### config.mk
export PLATFORM = sky130hd
export DESIGN_NAME = uart_cmd_parser
export DESIGN_NICKNAME = d
export VERILOG_FILES = /design/src/rtl/uart_cmd_pkg.sv /design/src/rtl/cmd_timer.sv /design/src/rtl/uart_cmd_parser.sv
export SDC_FILE = /design/constraint.sdc
export NUM_CORES = 1
export LEC_CHECK = 0
export CORE_ASPECT_RATIO = 1.5
export CORE_MARGIN = 5
export CORE_UTILIZATION = 50
export CTS_CLUSTER_DIAMETER = 30
export DETAILED_ROUTE_END_ITERATION = 16
export GPL_TIMING_DRIVEN = 0
export PLACE_DENSITY = 0.79
export REMOVE_ABC_BUFFERS = 1
export SYNTH_ARGS = -nofsm -noshare
export SYNTH_HDL_FRONTEND = slang
export SYNTH_SLANG_ARGS = --single-unit
### constraint.sdc
create_clock -name CLK -period 2.8 [get_ports CLK]
set_input_delay 0.56 -clock CLK [delete_from_list [all_inputs] [get_ports CLK]]
set_output_delay 0.56 -clock CLK [all_outputs]
set_load 0.01 [all_outputs]
### src/rtl/uart_cmd_pkg.sv
// ============================================================================
//  Module   : uart_cmd_pkg
//  Purpose  : Frame constants, FSM state encoding and checksum helper shared
//             by the UART command parser and its sub-blocks.
//  Revision : 1.0  initial release
// ============================================================================
`default_nettype none

package uart_cmd_pkg;

    localparam logic [7:0] SYNC     = 8'hA5;
    localparam logic [7:0] ACK      = 8'h06;
    localparam logic [7:0] NAK      = 8'h15;
    localparam logic [7:0] OP_APPLY = 8'h01;
    localparam logic [7:0] OP_READ  = 8'h02;

    typedef enum logic [3:0] {
        ST_IDLE   = 4'd0,
        ST_OPC    = 4'd1,
        ST_OPD    = 4'd2,
        ST_CHK    = 4'd3,
        ST_SETTLE = 4'd4,
        ST_SEND0  = 4'd5,
        ST_WAIT0  = 4'd6,
        ST_SEND1  = 4'd7,
        ST_WAIT1  = 4'd8
    } state_t;

    function automatic logic [7:0] frame_check(input logic [7:0] opcode,
                                               input logic [7:0] operand);
        return opcode ^ operand;
    endfunction

endpackage

`default_nettype wire

### src/rtl/cmd_timer.sv
// ============================================================================
//  Module   : cmd_timer
//  Purpose  : Loadable down-counter; expired is high once the loaded number
//             of cycles has elapsed and stays high until the next load.
//  Revision : 1.0  initial release
// ============================================================================
`default_nettype none

module cmd_timer #(
    parameter int WIDTH = 19
) (
    input  logic             clk,
    input  logic             rst,
    input  logic             load,
    input  logic [WIDTH-1:0] load_value,
    output logic             expired
);

    localparam logic [WIDTH-1:0] ONE = WIDTH'(1);

    logic [WIDTH-1:0] count;

    // Loading N makes expired rise in the N-th cycle after the load edge.
    always_ff @(posedge clk or posedge rst) begin
        if (rst) begin
            count <= '0;
        end else if (load) begin
            count <= load_value - ONE;
        end else if (count != '0) begin
            count <= count - ONE;
        end
    end

    assign expired = (count == '0);

endmodule

`default_nettype wire

### src/rtl/uart_cmd_parser.sv
// ============================================================================
//  Module   : uart_cmd_parser
//  Purpose  : Parses A5/opcode/operand/check frames from a UART byte stream,
//             drives or samples a gate vector and replies with two bytes.
//  Revision : 1.0  initial release
// ============================================================================
`default_nettype none

module uart_cmd_parser
    import uart_cmd_pkg::*;
#(
    parameter int SETTLE_CYCLES  = 100,
    parameter int TIMEOUT_CYCLES = 416_640
) (
    input  logic       CLK,
    input  logic       RST,
    input  logic       RX_DONE,
    input  logic [7:0] RX_BUFFER,
    input  logic       TX_DONE,
    input  logic [7:0] GATE_OUT,
    output logic       RX_TRIGGER,
    output logic       TX_TRIGGER,
    output logic [7:0] TX_BUFFER,
    output logic [7:0] GATE_IN,
    output logic       BUSY,
    output logic [7:0] ERR_COUNT
);

    localparam int TIMER_MAX = (TIMEOUT_CYCLES > SETTLE_CYCLES) ? TIMEOUT_CYCLES
                                                                 : SETTLE_CYCLES;
    localparam int TIMER_W   = $clog2(TIMER_MAX + 1);
    localparam logic [TIMER_W-1:0] TIMEOUT_LOAD = TIMER_W'(TIMEOUT_CYCLES);
    localparam logic [TIMER_W-1:0] SETTLE_LOAD  = TIMER_W'(SETTLE_CYCLES);

    state_t state;
    state_t state_next;

    logic [7:0]         opcode;
    logic [7:0]         operand;
    logic [7:0]         chk_byte;
    logic [7:0]         reply_data;
    logic               frame_done;
    logic               rx_en;

    logic               byte_accept;
    logic               reply_nak;
    logic               cmd_apply;
    logic               cmd_read;
    logic               timer_load;
    logic [TIMER_W-1:0] timer_value;
    logic               timer_expired;

    cmd_timer #(
        .WIDTH(TIMER_W)
    ) u_cmd_timer (
        .clk       (CLK),
        .rst       (RST),
        .load      (timer_load),
        .load_value(timer_value),
        .expired   (timer_expired)
    );

    always_comb begin
        reply_nak = (frame_check(opcode, operand) != chk_byte) ||
                    !((opcode == OP_APPLY) || (opcode == OP_READ));
        cmd_apply = !reply_nak && (opcode == OP_APPLY);
        cmd_read  = !reply_nak && (opcode == OP_READ);
    end

    // frame_done marks the evaluation cycle that follows the check byte.
    always_comb begin
        byte_accept = 1'b0;
        case (state)
            ST_IDLE: byte_accept = RX_DONE && (RX_BUFFER == SYNC);
            ST_OPC,
            ST_OPD:  byte_accept = RX_DONE;
            ST_CHK:  byte_accept = RX_DONE && !frame_done;
            default: byte_accept = 1'b0;
        endcase
        timer_load  = byte_accept || ((state == ST_CHK) && frame_done && cmd_apply);
        timer_value = byte_accept ? TIMEOUT_LOAD : SETTLE_LOAD;
    end

    always_ff @(posedge CLK or posedge RST) begin
        if (RST) begin
            state <= ST_IDLE;
        end else begin
            state <= state_next;
        end
    end

    always_comb begin
        state_next = state;
        case (state)
            ST_IDLE: begin
                if (byte_accept) begin
                    state_next = ST_OPC;
                end
            end
            ST_OPC: begin
                if (RX_DONE) begin
                    state_next = ST_OPD;
                end else if (timer_expired) begin
                    state_next = ST_IDLE;
                end
            end
            ST_OPD: begin
                if (RX_DONE) begin
                    state_next = ST_CHK;
                end else if (timer_expired) begin
                    state_next = ST_IDLE;
                end
            end
            ST_CHK: begin
                if (frame_done) begin
                    state_next = cmd_apply ? ST_SETTLE : ST_SEND0;
                end else if (!RX_DONE && timer_expired) begin
                    state_next = ST_IDLE;
                end
            end
            ST_SETTLE: begin
                if (timer_expired) begin
                    state_next = ST_SEND0;
                end
            end
            ST_SEND0: state_next = ST_WAIT0;
            ST_WAIT0: begin
                if (TX_DONE) begin
                    state_next = ST_SEND1;
                end
            end
            ST_SEND1: state_next = ST_WAIT1;
            ST_WAIT1: begin
                if (TX_DONE) begin
                    state_next = ST_IDLE;
                end
            end
            default: state_next = ST_IDLE;
        endcase
    end

    always_comb begin
        TX_TRIGGER = (state == ST_SEND0) || (state == ST_SEND1);
        BUSY       = (state != ST_IDLE);
        RX_TRIGGER = rx_en;
    end

    always_ff @(posedge CLK or posedge RST) begin
        if (RST) begin
            opcode     <= 8'h00;
            operand    <= 8'h00;
            chk_byte   <= 8'h00;
            reply_data <= 8'h00;
            frame_done <= 1'b0;
            rx_en      <= 1'b0;
            TX_BUFFER  <= 8'h00;
            GATE_IN    <= 8'h00;
            ERR_COUNT  <= 8'h00;
        end else begin
            rx_en      <= 1'b1;
            frame_done <= (state == ST_CHK) && !frame_done && RX_DONE;
            case (state)
                ST_OPC: begin
                    if (RX_DONE) begin
                        opcode <= RX_BUFFER;
                    end
                end
                ST_OPD: begin
                    if (RX_DONE) begin
                        operand <= RX_BUFFER;
                    end
                end
                ST_CHK: begin
                    if (!frame_done) begin
                        if (RX_DONE) begin
                            chk_byte <= RX_BUFFER;
                        end
                    end else if (reply_nak) begin
                        TX_BUFFER  <= NAK;
                        reply_data <= opcode;
                        if (ERR_COUNT != 8'hFF) begin
                            ERR_COUNT <= ERR_COUNT + 8'd1;
                        end
                    end else if (cmd_read) begin
                        TX_BUFFER  <= ACK;
                        reply_data <= GATE_OUT;
                    end else begin
                        GATE_IN <= operand;
                    end
                end
                ST_SETTLE: begin
                    if (timer_expired) begin
                        TX_BUFFER  <= ACK;
                        reply_data <= GATE_OUT;
                    end
                end
                ST_WAIT0: begin
                    if (TX_DONE) begin
                        TX_BUFFER <= reply_data;
                    end
                end
                default: ;
            endcase
        end
    end

endmodule

`default_nettype wire

After elaboration in Yosys (flattened, before gate mapping)
Index checks and enable logic that the tools add are counted.
{ "word_totals": {"ff_bits": 81, "inputBits": 20, "output_inout_bits": 27, "elab_cells": 97} }
{ "classes": {"add_sub_neg": 3, "n_eq_ne": 20, "n_mux": 26, "bitwise_logic": 4, "reduce_logical": 33} }
{ "ops": {"columns": ["cell", "count"], "rows": [
  ["2-to-1 mux 8 bit", 9],
  ["2-to-1 mux 19 bit", 3],
  ["subtractor 19 x 1 -> 19 bit, second input constant", 2],
  ["2-to-1 mux 4 bit", 9],
  ["one-hot mux 4 bit (9 select lines)", 1],
  ["one-hot mux 8 bit (3 select lines)", 1],
  ["logical NOT 19 bit", 1],
  ["nonzero test 19 bit", 1],
  ["== test 4 x 3 -> 1 bit, second input constant", 4],
  ["one-hot mux 8 bit (2 select lines)", 1],
  ["AND reduction 4 bit", 3],
  ["!= test 2 bit, second input constant", 5],
  ["AND reduction 5 bit", 2],
  ["logical AND 1 bit", 9],
  ["adder 8 x 1 -> 8 bit, second input constant", 1],
  ["== test 4 x 2 -> 1 bit, second input constant", 2],
  ["== test 8 x 1 -> 1 bit, second input constant", 1],
  ["== test 8 x 2 -> 1 bit, second input constant", 1],
  ["== test 8 bit, second input constant", 1],
  ["!= test 8 bit", 1],
  ["!= test 8 bit, second input constant", 1],
  ["XOR 8 bit", 1],
  ["== test 4 x 1 -> 1 bit, second input constant", 1],
  ["== test 4 bit, second input constant", 1],
  ["14 further kinds", 24]
]} }

Longest topological paths before layout
Gate-level depths: netlist of run 1.
{ "depth": {"word_depth": 10, "mapped_depth": 12, "mapped_depth_nobuf": 12} }

Modules after synthesis
A second synthesis of run 1 with hierarchy kept.
{ "hier_totals": {"hier_cells": 409, "area_unflattened_um2": 4650.7} }
{ "by_module_without_submodules": {"columns": ["module", "n_inst", "cells_each", "area_per_inst_um2", "seq_area_each_um2"], "rows": [
  ["uart_cmd_parser", 1, 253, 3158.0, 1551.5],
  ["cmd_timer", 1, 156, 1492.7, 475.5]
]} }

Worst setup path before layout of run 1
Ideal clock, no wire load.
{ "synth_path": {"kind": "register to register", "from": "register opcode[2]", "to": "register u_cmd_timer.count[18]", "setup_ps": 135, "t_arrival_ps": 2813, "required_time_ps": 2665, "path_slack_ps": -148, "path_stages_with_launch": 13, "n_path_buf": 0, "synth_period_minus_slack_ps": 2948, "cell_sequence": "dfrtp_1 nor4_1 nand4_1 nor4_1 nand2b_1 and2_0 nand2_1 ha_1 nand3_1 nand2b_1 nor4_1 mux2i_1 o21ai_1"} }
{ "synth_between": {"elab_chain_len": 9} }
{ "synth_rtl": {"columns": ["item", "line_no", "source"], "rows": [
  ["from (decl)", "uart_cmd_parser.sv:38", "logic [7:0] opcode;"],
  ["from (signal assigned)", "uart_cmd_parser.sv:150", "opcode <= 8'h00;"],
  ["from (signal assigned)", "uart_cmd_parser.sv:165", "opcode <= RX_BUFFER;"],
  ["== test 8 x 1 -> 1 bit or == test 8 x 2 -> 1 bit (tied branches)", "uart_cmd_parser.sv:65, uart_cmd_parser.sv:66", null],
  ["logical OR 1 bit", "uart_cmd_parser.sv:65", "!((opcode == OP_APPLY) || (opcode == OP_READ));"],
  ["logical NOT 1 bit", "uart_cmd_parser.sv:65", null],
  ["logical OR 1 bit", "uart_cmd_parser.sv:64", "reply_nak = (frame_check(opcode, operand) != chk_byte) ||"],
  ["logical NOT 1 bit", "uart_cmd_parser.sv:66", "cmd_apply = !reply_nak && (opcode == OP_APPLY);"],
  ["logical AND 1 bit (*)", "uart_cmd_parser.sv:66", null],
  ["logical AND 1 bit (*)", "uart_cmd_parser.sv:80", "timer_load = byte_accept || ((state == ST_CHK) && frame_done && cmd_apply);"],
  ["logical OR 1 bit (*)", "uart_cmd_parser.sv:80", null],
  ["2-to-1 mux 19 bit or nonzero test 2 bit (tied branches)", null, null],
  ["to (signal assigned)", "cmd_timer.sv:28", "count <= load_value - ONE;"],
  ["to (signal assigned)", "cmd_timer.sv:30", "count <= count - ONE;"],
  ["to (decl)", "cmd_timer.sv:21", "logic [WIDTH-1:0] count;"]
]} }
Every way passes the cells marked *; elsewhere a longest branch is shown, timed or not.
A chain may end at the register's enable or synchronous reset.

Worst setup path in the final report of run 1
{ "layout_path": {"from": "register opcode[0]", "to": "register u_cmd_timer.count[18]"} }
The elaborated chain is that of the path after synthesis.

==> flow_metrics.tcl, run 1 <==
set metrics [dict create \
    cts_buffers 9 \
    ios 47 \
    synth_cell_type_count 50 \
    post-route-period-util_pct 97.0 \
    switchingPower_mw 1.61 \
    synth.top_cell.area_share_pct 50.4 \
    grt_usage_pct 18.7 \
    ant_nets 0 \
    pwr-share-comb_pct 39.5 \
    die_x_um 83.2 \
    initial_utilization_pct 50.5 \
    stdcell_count 526 \
    vias 2900 \
    pre_cts_ws_ns -1.42 \
    synth.avg_cell_area_um2 11.1 \
    diodes 0 \
    cts_htree_levels 3 \
    hold_violations 0 \
    ys_async_sr_fraction_pct 100 \
    drc 0 \
    grt_pass1_vias 3057 \
    min_path_type "reg2reg" \
    final-seq-area_mm2 0.00203 \
    cts_num_sinks 81 \
    ctsHoldBuffers 0 \
    fmax_mhz 368 \
    grt_pass1_wl_um 14900 \
    yosys-top-cells-count "dfrtp_1, nand2_1, mux2_2" \
    core_area_mm2 0.00796 \
    tightest_slew_ns 0.679 \
    finalInstanceArea_mm2 0.00504 \
    r2r_cells 12 \
    setup_viol 0 \
    timing.hold.ws_ns 0.463 \
    min_period_ns 2.71 \
    cts_tree "yes" \
    ys_seq_area_share_pct 50.4 \
    p_int_mw 3.24 \
    slew_headroom_pct 54.6 \
    hpwl_um 6170 \
    rsz0062_at_grt "true" \
    wl_per_cell_um 16.4 \
    yosysMostFrequentCell "dfrtp_1" \
    synthFlopType "dfrtp_1" \
    clk_latency_ns 0.33 \
    num_rows 40 \
    wirelength_um 8650 \
    netlist_instances 361 \
    fin_ws_ns 0.0851 \
    p_leak_nw 2.15 \
    synth-seq-cells 81 \
    yosysWarnings 0 \
    synth_area_mm2 0.00402 \
    place_congestion 0.883 \
    power_frac_seq_pct 39.4 \
    synth_edf_count 0 \
    port-buffer-count 46 \
    cp_slowest_cell "dfrtp_2" \
    grt_max_degree 45 \
    fin_nets 441 \
    dpl_cell_area_mm2 0.00459 \
    p_clk_share_pct 21.1 \
    p_sw_share_pct 33.2 \
    startpoint_type "register" \
    dr.first_iter.drc_count 127 \
    clockBufferDepth 2 \
    grt.overflow.total 0 \
    clk_pin_slew_ns 0.06 \
    crit_fanout 6 \
    dieArea_mm2 0.00997 \
    fillCellCount 608 \
    maxCapViolCount 0 \
    crit_chain "xnor3_1 -> nand4_1 -> nor4_4 -> nand2b_4 -> and2_4 -> nand2_1 -> ha_4 -> nand3_4 -> nand2b_4 -> nor4_4 -> mux2i_1 -> o21ai_1" \
    root_buffer "clkbuf_16" \
    worst_ir_drop_vdd_v 0.000594 \
    ys_top_cells_by_area "dfrtp_1, mux2_2, nand2_1" \
    drive_gt1_share_pct 21.6 \
    antenna_found_initial 0 \
    cp_slowest_stage_delay_ns 0.40 \
    hold_depth 2 \
    cp_data_required_time_ns 3.00 \
    multi_input_area_mm2 0.00199 \
    placedCellCount 502 \
    syn_to_final_growth_pct 25.5 \
    skew_ns 0.00693 \
    dr.pass1.iters 4 \
    vias_per_cell 5.51 \
    power.total_mw 4.85 \
    die-height_um 120 \
    crit_path_end_kind "register" \
    cp.arrival_ns 2.91 \
    outcome "finished clean" \
    drv_slew 0 \
    crit_type "reg2reg" \
    yosys.area.top_type "dfrtp_1" \
    power_per_cell_area_mw_per_mm2 962 \
]
## what timing repair did
action / CTS / global route
setup endpoints to repair: 27 / 19
gates resized for setup: 20 / 8
setup buffers: 5 / 6
pin swaps: 4 / 5
## final cells by class
cell class                 count  area share (%)
timing repair buffer          58            11.7
tap                          105            2.60
clock buffer                  12            4.89
multi-input combinational    257            39.5
clock inverter                 1          0.0992
inverter                      12           0.943
sequential                    81            40.3
## metrics by stage
stage / TNS (ns) / utilization, %
global route: -0.897 / 63.4
detailed placement: -12.43 / 57.7
global placement: -104.76 / 57.3
CTS: 0 / 62.5
floorplan: -0.921 / -
finish: 0 / 63.4
## registers in the layout, summed over array words and instances, names as in the netlist
signal	flops
u_cmd_timer.count	19
opcode	8
frame_done	1
chk_byte	8
RX_TRIGGER	1
reply_data	8
TX_BUFFER	8
state	4
operand	8
ERR_COUNT	8
GATE_IN	8
## worst paths after layout
check | from | endpoint | slack [ns]
setup / recovery | opcode[0] | u_cmd_timer.count[18] | 0.09
hold / removal | GATE_IN[3] | GATE_IN[3] | 0.46
setup reg to reg | opcode[0] | u_cmd_timer.count[18] | 0.09
hold reg to reg | GATE_IN[3] | GATE_IN[3] | 0.46
max in group asynchronous | RST | state[0] | 1.59
min in group asynchronous | RST | GATE_IN[2] | 0.63
## logic make-up (layout without fill, tap and decap cells)
family / Yosys count / after routing / synth area share [%]
AO/OA/AOI/OAI: 41 / 41 / 6.85
XOR/XNOR: 26 / 26 / 7.72
adder cells (fa/ha/maj): 2 / 2 / 0.622
buffers and inverters: 23 / 83 / 2.40
flip-flops: 81 / 81 / 50.4
multiplexers: 52 / 52 / 14.4
other: 1 / 1 / 0.0933
AND/OR/NAND/NOR: 135 / 135 / 17.5
## critical path, delay by kind of cell (launching register included)
family,cells,cell delay [ns]
simple gates,8,1.33
fa+ha+maj,1,0.17
flops,1,0.40
mux,1,0.21
compound gates,1,0.07
xor+xnor,1,0.40
## cell usage in the layout, fill, tap and decap left out, types with 3 or more instances in the layout
cell and count:
xnor2_1 18, o21ai_0 8, clkdlybuf4s50_1 42, nand4_1 6, mux2i_1 11, mux2_2 39
or3_1 3, nor3_1 11, nor4_4 4, buf_4 9, nand2_1 49, a21oi_1 17
clkbuf_16 9, and3_1 5, dfrtp_2 4, dfrtp_1 77, nand3_1 7, xnor3_1 6
inv_1 11, nor2b_1 5, nor2_1 24, dlygate4sd2_1 4
## power groups by stage
stage          Clock (mW)  Combinational (mW)  Sequential [mW]
2_1_floorplan           0                1.27             1.82
3_3_place_gp            0                1.60             1.89
3_5_place_dp            0                1.67             1.91
4_1_cts              1.04                1.83             1.90
5_1_grt              1.10                2.07             1.97
6_report             1.03                1.91             1.91
## routing by layer
metal	routed length, µm	up-vias	part of all wire, %	track usage, %
li1	-	1379	-	-
met1	3550	1426	41	22.4
met2	4590	74	53	32.3
met3	286	21	3.3	3.30
met4	222	0	2.6	9.10
met5	0	-	0	0
Power figures use the tool's default switching activity.
==> run 2: changes to the inputs <==
- CORE_UTILIZATION: 50 -> 56
- PLACE_DENSITY: 0.79 -> 0.84
- SLEW_MARGIN: not set -> 20
- clock period: 2.8 -> 2.5 ns (I/O delays scaled with it)
==> run 2 against run 1 <==
The run now ends with negative setup slack left. Final cell count is 3.2% lower. Utilization increased by 9.8 points. Critical endpoint unchanged. Cell area grew 0.82%. Die area shrank 9.6%. Worst setup slack worse by 0.21 ns. First-iteration DRC count increased by 50%. Routed wire length increased by 7.2%. Highest routed layer unchanged. Total power is 9.9% higher. Clock-buffer cell count fell by 1. Via count is 3.8% higher. Non-clock buffer count grew 7. Combinational power rose by 17%.
==> flow_metrics.tcl, run 2 (same netlist as run 1, synthesis figures left out) <==
set metrics [dict create \
    outcome "complete, but fails checks" \
    violations "negative setup slack" \
    dpl_cell_area_mm2 0.00456 \
    tightest_slew_ns 0.637 \
    root_buffer "clkbuf_8" \
    antenna_found_initial 0 \
    dieArea_mm2 0.00901 \
    cp.arrival_ns 2.85 \
    power_per_cell_area_mw_per_mm2 1050 \
    largest_reg_flops 19 \
    slew_headroom_pct 57.6 \
    crit_type "reg2reg" \
    diodes 0 \
    cp_slowest_cell "xnor3_1" \
    grt.overflow.total 0 \
    maxCapViolCount 0 \
    ctsHoldBuffers 0 \
    r2r_cells 12 \
    cts_num_sinks 81 \
    grt_pass1_vias 3112 \
    grt_pass1_wl_um 15100 \
    stdcell_count 509 \
    power.total_mw 5.34 \
    timing.hold.ws_ns 0.468 \
    fillCellCount 452 \
    fin_nets 448 \
    crit_chain "xnor3_1 -> nand3b_1 -> nor4_4 -> nand2b_4 -> and2_4 -> nand2_4 -> ha_4 -> nand3_4 -> nand2b_4 -> nor4_4 -> mux2i_1 -> o21ai_1" \
    post-route-period-util_pct 105 \
    p_leak_nw 2.17 \
    dr.first_iter.drc_count 190 \
    die-height_um 114 \
    critical_path_depth 12 \
    crit_fanout 4 \
    utilization_pct 73.2 \
    cp_slowest_stage_delay_ns 0.41 \
    worst_ir_drop_vdd_v 0.000616 \
    min_period_ns 2.62 \
    grt_max_degree 48 \
    core_area_mm2 0.00694 \
    worst-path-buf-inv 0 \
    hold_depth 2 \
    hpwl_um 6170 \
    clk_pin_slew_ns 0.08 \
    drc 0 \
    ant_nets 0 \
    crit_path_end_kind "register" \
    startpoint_type "register" \
    wl_per_cell_um 18.2 \
    pre_cts_ws_ns -1.70 \
    skew_ns 0.00843 \
    port-buffer-count 46 \
    setup_viol 6 \
    vias 3010 \
    dr.pass1.iters 4 \
    initial_utilization_pct 57.9 \
    final_cell_mix "dfrtp_1, nand2_1, clkdlybuf4s50_1, mux2_2, nor2_1" \
    cts_tree "yes" \
    hold_violations 0 \
    die_x_um 79.2 \
    crit_family "simple AND/OR/NAND/NOR gates" \
    place_congestion 0.845 \
    ios 47 \
    clk_latency_ns 0.35 \
    rsz0062_at_grt "true" \
    num_rows 37 \
    cp_data_required_time_ns 2.72 \
    fin_ws_ns -0.123 \
    wirelength_um 9270 \
    clockBufferDepth 2 \
    fmax_mhz 381 \
    final_common_cell "dfrtp_1" \
    finalInstanceArea_mm2 0.00508 \
    fin_tns_setup_ns -0.307 \
    largest-register "u_cmd_timer.count" \
    min_path_type "reg2reg" \
    vias_per_cell 5.91 \
    syn_to_final_growth_pct 26.5 \
    drv_slew 0 \
    placedCellCount 475 \
    grt_usage_pct 21.5 \
    cts_buffers 9 \
    cts_htree_levels 3 \
    drive_gt1_share_pct 26.7 \
]
==> run 2: cell types whose count changed in the layout (fill, tap and decap cells not counted), sizes merged <==
cell	previous run	this run
clkbuf	12	11
clkinvlp	0	1
bufinv	0	1
buf	12	19
clkinv	1	3
==> run 2: area by class of cell <==
class	instances	area, µm²	area share, %
Multi-Input combinational cell	257	2070	40.7
Inverter	12	47.5	0.935
Clock buffer	11	131	2.58
Timing Repair Buffer	65	647	12.7
Tap cell	78	97.6	1.92
Clock inverter	5	56.3	1.11
Sequential cell	81	2040	40.0
==> run 2: layer usage <==
layer	global-route usage [%]	part of all wire (%)	routed length (µm)	vias to the layer above
li1	-	-	-	1396
met5	0	0	0	-
met4	10.1	2.7	249	0
met3	4.34	4.1	378	25
met2	36.8	53	4960	89
met1	25.8	40	3690	1500
==> run 2: final timing paths <==
kind	startpoint	endpoint	slack, ns
worst max-delay path	operand[4]	u_cmd_timer.count[18]	-0.12
worst min-delay path	GATE_IN[6]	GATE_IN[6]	0.47
worst max register to register	operand[4]	u_cmd_timer.count[18]	-0.12
worst min register to register	GATE_IN[6]	GATE_IN[6]	0.47
max in group asynchronous	RST	opcode[3]	1.39
min in group asynchronous	RST	u_cmd_timer.count[15]	0.52
==> run 2: worst min-delay path, cell delays in order, from the launching register on <==
cell and delay (ns):
dfrtp_1 0.35, nand2_1 0.05, nand2_1 0.05
==> run 2: repair_timing <==
action                                  4_1_cts  5_1_grt
setup buffers                                11        8
endpoints found under the setup margin       45       22
pin swaps                                    10        9
resized for setup                            32       17
endpoints found under the hold margin         0        0
==> run 2: power by group <==
part / internal (mW) / switching [mW]
clock: 0.460 / 0.465
combinational: 1.26 / 0.976
sequential: 1.72 / 0.452
==> variant: new RTL, flow settings as in run 1 <==
`TIMEOUT_CYCLES`: 416_640 -> 208_320.
--- a/src/rtl/uart_cmd_parser.sv
+++ b/src/rtl/uart_cmd_parser.sv
@@ -10,7 +10,7 @@
     import uart_cmd_pkg::*;
 #(
     parameter int SETTLE_CYCLES  = 100,
-    parameter int TIMEOUT_CYCLES = 416_640
+    parameter int TIMEOUT_CYCLES = 208_320
 ) (
     input  logic       CLK,
     input  logic       RST,
Check against the original RTL: no difference found for any inputs over 10 cycles, from zero or initial values and one cycle with RST high; that may be too few to reach the edited logic, so the function may still have changed.
==> variant against run 1 <==
- design area is 3.9% higher
- sequential cell count is 1 lower
- worst setup slack worse by 83 ps
- cell count is 1.1% lower
- wire length is 6.5% higher
- critical path depth is 1 higher
- combinational power is 27% higher
- total power is 13% higher
- area after synthesis hardly changed
- register-to-register slack worse by 80 ps
==> variant: results (changes against run 1) <==
[place]
gp_congestion = 0.8643  ; was 0.8827
hpwl_um = 6147  ; was 6174 um

[drt]
drt_iter0_markers = 243  ; was 127
via_count = 2935  ; was 2900
wire_per_inst_um = 17.71  ; was 16.44 um

[layout]
fill_cells = 566  ; was 608
fin_nets = 434  ; was 441
largest_register_ffs = 18  ; was 19
drive_gt1_share_pct = 31.08  ; was 21.62%

[status]
status = complete, no violations  ; unchanged

[critical_path]
startpoint = RX_BUFFER[1]  ; was opcode[0]
reg2reg_from = opcode[6]  ; was opcode[0]
crit_arrival_ps = 2990  ; was 2910 ps
slowest_stage = clkdlybuf4s50_1  ; was dfrtp_2
slowest_delay_ps = 470  ; was 400 ps

[timing]
skew_ps = 8.050  ; was 6.927 ps
relSlewSlack_pct = 34.28  ; was 54.55%

[global_routing]
grt_usage_pct = 19.24  ; was 18.70%
grt_max_degree = 75  ; was 45
met1_usage_pct = 21.60  ; was 22.43%
use_met3_pct = 5.288  ; was 3.297%
grt_pass1_vias = 3157  ; was 3057

[synth]
muxShareOfSynthArea_pct = 16.15  ; was 14.41%
synthXorXnorAreaFrac_pct = 7.716  ; was 7.719%
synth.top_cells.by_area = dfrtp_1, mux2_2, xnor3_1  ; was dfrtp_1, mux2_2, nand2_1
synthAdderAreaFrac_pct = 0.6223  ; was 0.6225%
netlist_top_cells_count = dfrtp_1, mux2_2, nor2_1  ; was dfrtp_1, nand2_1, mux2_2
yosysUniqueCellTypes = 56  ; was 50
synth-compound-area-share_pct = 8.463  ; was 6.847%

[power]
p_sw_mw = 1.925  ; was 1.612 mW
leakage_nw = 2.207  ; was 2.149 nW

[worst_hold_path]
hold_class = input port to asynchronous set/reset pin  ; was register to register

-- variant: cell type report --
type	instances	area (um2)	share of cell area, %
clock buffers	11	242.7	4.632
clock inverters	3	18.77	0.3582
inverters	8	32.53	0.6208
multi-input cells	238	2115	40.35
flip-flops and latches	80	2011	38.37
well taps	105	131.4	2.507
repair buffers	75	689.4	13.16
-- variant: power groups by stage --
stage          combinational [mW]  sequential (mW)  clock, mW
2_1_floorplan                1.43             1.89          0
3_3_place_gp                 1.86             1.96          0
3_5_place_dp                 1.93             1.98          0
4_1_cts                      2.17             1.99       1.07
5_1_grt                      2.58             2.07       1.12
6_report                     2.42             2.01       1.04
-- variant: logic make-up after synthesis --
| family | after synthesis |
|---|---|
| AO/OA/AOI/OAI | 50 |
| flip-flops | 80 |
| other | 1 |
| buffers and inverters | 21 |
| adder cells (fa/ha/maj) | 2 |
| XOR/XNOR | 26 |
| AND/OR/NAND/NOR | 102 |
| multiplexers | 57 |
-- variant: final timing paths --
check / end / cells after the start / slack [ps]
setup / recovery: u_cmd_timer.count[16] / 13 / 2
hold / removal: u_cmd_timer.count[9] / 2 / 460
min in group CLK: GATE_IN[0] / 1 / 490
setup reg to reg: u_cmd_timer.count[16] / 13 / 10
max in group asynchronous: opcode[3] / 3 / 1750
hold reg to reg: GATE_IN[0] / 1 / 490
-- variant: worst max-delay path, delay by kind of cell --
family	cells	cell delay [ps]
simple gates	8	1500
fa+ha+maj	1	150
compound gates	2	180
xor+xnor	1	130
buf+inv	1	470
-- variant: repair_timing --
item                       CTS  global route
setup buffers               14            16
pin swaps                   14             6
resized for setup           31            18
setup endpoints to repair    8            36
hold buffers                 0             0
-- variant: through the flow --
step | total power, mW | worst slack, ps | std cells | util [%] | area, um2
floorplan | 3.315 | -236.0 | 326 | - | 3969
global placement | 3.812 | -1246 | 477 | 57.31 | 4561
detailed placement | 3.913 | -1337 | 479 | 57.86 | 4604
CTS | 5.234 | 0.3855 | 507 | 63.77 | 5075
global route | 5.770 | -232.3 | 520 | 65.85 | 5240
finish | 5.470 | 1.732 | 520 | 65.85 | 5240
-- variant: per-layer routing --
metal | wire, um | vias to the layer above | share of wire [%]
met5 | 0 | - | 0
met4 | 161 | 0 | 1.7
met3 | 490 | 13 | 5.3
met2 | 5070 | 95 | 55
met1 | 3489 | 1460 | 38
li1 | - | 1367 | -
